$ cat config.mk
export PLATFORM = sky130hd
export DESIGN_NAME = pipe_skid_reg
export DESIGN_NICKNAME = d
export VERILOG_FILES = /design/src/rtl/pipe_skid_reg.sv
export SDC_FILE = /design/constraint.sdc
export NUM_CORES = 1
export LEC_CHECK = 0
export BUFFER_PORTS_ARGS = -buffer_cell sky130_fd_sc_hd__buf_2
export CORE_MARGIN = 10
export CORE_UTILIZATION = 56
export CTS_CLUSTER_DIAMETER = 100
export DETAILED_ROUTE_END_ITERATION = 10
export PLACE_DENSITY = 0.82
export RECOVER_POWER = 100
export SETUP_SLACK_MARGIN = 0.02
export SYNTH_ARGS = -nofsm -noshare
export SYNTH_HDL_FRONTEND = slang
export SYNTH_SLANG_ARGS = --single-unit
$ cat constraint.sdc
create_clock -name Clk -period 3 [get_ports Clk]
set_input_delay 0.45 -clock Clk [delete_from_list [all_inputs] [get_ports Clk]]
set_output_delay 0.45 -clock Clk [all_outputs]
set_load 0.02 [all_outputs]
$ cat src/rtl/pipe_skid_reg.sv
// Elastic pipeline stage: valid/ready on both sides, two-entry skid buffer, falling-edge state.
// Optional macro PIPE_SKID_FLUSH_EN adds a Flush input that empties the stage.
module pipe_skid_reg #(
   parameter int WIDTH = 32
) (
   input  logic             Clk,
   input  logic             Clr,
   input  logic             In_Valid,
   output logic             In_Ready,
   input  logic [WIDTH-1:0] In_Data,
   output logic             Out_Valid,
   input  logic             Out_Ready,
   output logic [WIDTH-1:0] Out_Data,
`ifdef PIPE_SKID_FLUSH_EN
   input  logic             Flush,
`endif
   output logic [1:0]       Count
);

   typedef enum logic [1:0] {
      ST_EMPTY = 2'd0,
      ST_ONE   = 2'd1,
      ST_FULL  = 2'd2
   } state_t;

   state_t           state_q, state_d;
   logic [WIDTH-1:0] main_q, main_d;
   logic [WIDTH-1:0] skid_q, skid_d;
   logic             accept, consume;

   // In_Ready comes only from registered state and Clr, never from Out_Ready.
   assign In_Ready  = (state_q != ST_FULL) & ~Clr;
   assign Out_Valid = (state_q != ST_EMPTY);
   assign Out_Data  = main_q;
   assign Count     = 2'(state_q);

   assign accept  = In_Valid & In_Ready;
   assign consume = Out_Valid & Out_Ready;

   always_comb begin
      // NOTE: every signal gets a hold default first so no path leaves one unassigned (no latch).
      state_d = state_q;
      main_d  = main_q;
      skid_d  = skid_q;
      unique case (state_q)
         ST_EMPTY: begin
            if (accept) begin
               main_d  = In_Data;
               state_d = ST_ONE;
            end
         end
         ST_ONE: begin
            if (accept && consume) begin
               main_d = In_Data;
            end else if (accept) begin
               skid_d  = In_Data;
               state_d = ST_FULL;
            end else if (consume) begin
               state_d = ST_EMPTY;
            end
         end
         ST_FULL: begin
            if (consume) begin
               main_d  = skid_q;
               state_d = ST_ONE;
            end
         end
         default: state_d = ST_EMPTY;
      endcase
`ifdef PIPE_SKID_FLUSH_EN
      // Flush wins over any handshake; stored payloads stay but are no longer valid.
      if (Flush) begin
         state_d = ST_EMPTY;
         main_d  = main_q;
         skid_d  = skid_q;
      end
`endif
   end

   always_ff @(negedge Clk or posedge Clr) begin
      if (Clr) begin
         state_q <= ST_EMPTY;
         main_q  <= '0;
         skid_q  <= '0;
      end else begin
         // NOTE: non-blocking so every register samples the pre-edge values of the others.
         state_q <= state_d;
         main_q  <= main_d;
         skid_q  <= skid_d;
      end
   end

endmodule

Yosys cells after proc, flatten, opt, wreduce, memory -nomap -nowiden
Cells that the tools add are included.
{"block": "totals", "reg_bits": 66, "input_bits": 36, "output_inout_bits": 36, "elab_cells": 33}
{"block": "classes", "n_eq_ne": 8, "mux": 10, "bitwise_logic": 5, "reduce_logical": 7}
{"cell": "$mux 32", "n": 3}
{"cell": "$pmux 32 s3", "n": 1}
{"cell": "$mux 2", "n": 5}
{"cell": "$ne 2x2->1 const B", "n": 5}
{"cell": "$reduce_and 4->1", "n": 2}
{"cell": "$pmux 2 s3", "n": 1}
{"cell": "$and 1x1->1", "n": 3}
{"cell": "$ne 3x3->1 const B", "n": 1}
{"cell": "$reduce_and 3->1", "n": 1}
{"cell": "$reduce_bool 3->1", "n": 1}
{"cell": "$eq 2x1->1 const B", "n": 1}
{"cell": "$eq 2x2->1 const B", "n": 1}
{"cell": "$logic_not 2->1", "n": 1}
{"cell": "$not 1->1", "n": 2}
{"cell": "$reduce_bool 2->1", "n": 1}
{"cell": "$logic_and 1x1->1", "n": 1}

Longest topological paths before layout
{"block": "logic_depth", "depth_word": 6, "ltp_mapped": 6, "ltp_nobuf": 3}

==> metrics.txt <==
Clock Power Share=between 20 and 25%; Layout Cells excl Fill=between 300 and 400; share of post-route cells with drive strength above 1=approximately half; average size of a mapped cell=roughly 14 um^2; drt total wl=roughly 8000 um; clk sink count=66; ys flop type=dfrtn_1; Die W=91.0 um; via/cell ratio=5.72; worst setup margin=-0.108 ns; Net Count, Synth=231; WP data required=around 2.6 ns; Yosys top cell area share=approximately 58%; Tot Pwr=3.07 mW; Max H-tree Level=3; final setup vio count=34; Clk pin slew, worst setup/hold paths=around 0.060 ns; # DRC=0; Lkg Pwr=around 1.7 nW; Slew HR=27.8%; crit-path leading delay family=flip-flops; Core Region=around 4800 um^2; worst path buffer plus inverter count=2; pre-CTS setup slack=-0.238 ns; CTS tree=built; Die ar.=approximately 8300 um^2; pwr dens=~800 nW/um^2; Slew @ Worst Pin=roughly 1.1 ns; Clk Tree Root Cell=clkbuf_8; Avg WL per Cell=roughly 22 um; post-detail-place hpwl=about 4800 um; Starting Density=58.7%; crit start category=flip-flop; vias in the first global route=between 2000 and 2500; Clock Path Buffers=2; TNS Setup=-1.29 ns; synthesized instance count=between 150 and 200; initial antenna violation count=0; commonest cells after routing, fill and taps aside=dfrtn_1, buf_2, o32a_1, o21a_1; ANT cells=0; # hold bufs at CTS=0; Buffers on Ports=71; Routed Antenna Nets=0; placed instance count=around 340; Seq cells post-synth=66; max-slew violations=0; sequential-to-total area share from yosys stat=58.4%; switching pwr=roughly 1000 uW; routability-driven placement congestion ratio=around 0.78; run status=finished, violations left; part of the power in registers=about 45%; Synth Cell Area=about 2800 um^2; final net count=approximately 340; Clk Latency, worst-skew pair=between 0.3 and 0.4 ns; maximum VDD drop=roughly 0.00059 V; die span in y=91.0 um; Worst path slowest cell=dfrtn_1; drt pass-1 iters=5; first-pass GRT wire length=approximately 12000 um; critical path peak fanout=3; CTS Buf Count=9; combinational share of power=30.3%; most common cell after layout, fill and taps aside=dfrtn_1; cell area after layout=3860 um^2; Syn. warnings=0; switch share=around 32%; Yosys cell types=21; via count=2139; Final Hold Fails=0; CP cell instances=buf_6, a21oi_2, buf_4; WP data arrival=~2.7 ns; area leader, netlist=dfrtn_1; Congestion Overflow GR=0; number of synthesized flops with an enable pin=0; worst min path class=reg -> reg; asr flop ratio synth=100%; CP max stage delay=between 0.4 and 0.5 ns; violated checks=negative setup slack; Internal Dissipation=between 2 and 2.5 mW; skew final=around 0.0078 ns; num rows=25; unrepaired setup endpoints after global routing=true; Synth area leaders=dfrtn_1, mux2_2, o32a_1, o21a_1, buf_6; I/O pin count=72; number of max-cap violations=0; largest net degree at the start of global routing=47; element type at the critical path end=primary output; area grow syn2layout=36.6%; dpl cell area=roughly 3400 um^2; Initial DRC Count=just over 90; GRT Resource Usage Total=17.9%; Crit Path Class=reg -> out
[cell families (layout without fill, tap and decap cells)]
| family | count (synthesis) | after routing | share of synthesized area (%) |
|---|---|---|---|
| mux | 33 | 33 | 13.1 |
| compound gates | 69 | 69 | 21.4 |
| simple gates | 6 | 6 | 1.99 |
| flops | 66 | 66 | 58.4 |
| buf+inv | 21 | 133 | 5.09 |
[metal layers]
metal / GRT usage (%) / wire (um)
met3: 7.65 / 523
met5: 0 / 0
met4: 7.18 / 205
met1: 19.2 / 3210
met2: 30.5 / 4150
[cell type report]
class	instances	area, um^2
fillers	300	956
flip-flops and latches	66	1650
clock buffers	9	124
multi-input cells	108	1120
well taps	67	83.8
repair buffers	114	792
clock inverters	7	77.6
inverters	3	12.5
[path summary, 6_finish.rpt]
path                                     startpoint                       end  slack, ns  depth (start not counted)
max                            Count[1]$_DFFE_NP0P_                  In_Ready      -0.11                          3
min                        Out_Data[24]$_DFFE_NP0P_  Out_Data[24]$_DFFE_NP0P_       0.44                          1
max reg2reg                    Count[0]$_DFFE_NP0P_    skid_q[31]$_DFFE_NP0P_       0.01                         17
min reg2reg                Out_Data[24]$_DFFE_NP0P_  Out_Data[24]$_DFFE_NP0P_       0.44                          1
max in group asynchronous                       Clr  Out_Data[12]$_DFFE_NP0P_       0.28                          4
min in group asynchronous                       Clr  Out_Data[26]$_DFFE_NP0P_       2.02                          4
[Yosys cell counts, types with 2 or more instances]
cell,n
buf_2,4
buf_6,8
clkbuf_1,6
dfrtn_1,66
inv_1,3
mux2_1,2
mux2_2,30
o21a_1,32
o32a_1,32
[timing repair]
action / in CTS / in global routing
resized for setup: 7 / 28
setup buffers: 15 / 4
pin swaps: 1 / 2
gates cloned: 0 / 3
endpoints found under the setup margin: 4 / 36
[per-stage QoR]
| stage | hold slack [ns] | utilization, % |
|---|---|---|
| after CTS | 0.435 | 77.3 |
| after floorplan | 0.420 | - |
| after detailed placement | 0.435 | 70.4 |
| after global routing | 0.456 | 80.2 |
| final | 0.437 | 80.2 |
| after global placement | 0.429 | 70.4 |
[power groups by stage]
stage / Clock, mW / Sequential, mW / Combinational [mW]
after global routing: 0.818 / 1.42 / 0.991
after detailed placement: 0 / 1.38 / 0.817
after global placement: 0 / 1.36 / 0.791
final: 0.753 / 1.39 / 0.932
after CTS: 0.762 / 1.37 / 0.877
after floorplan: 0 / 1.49 / 0.413
[flip-flops by register name, summed over array words and instances, names as in the netlist]
register,count
Out_Data,32
Count,2
skid_q,32
Note: power is estimated with default switching activity, not from simulation.
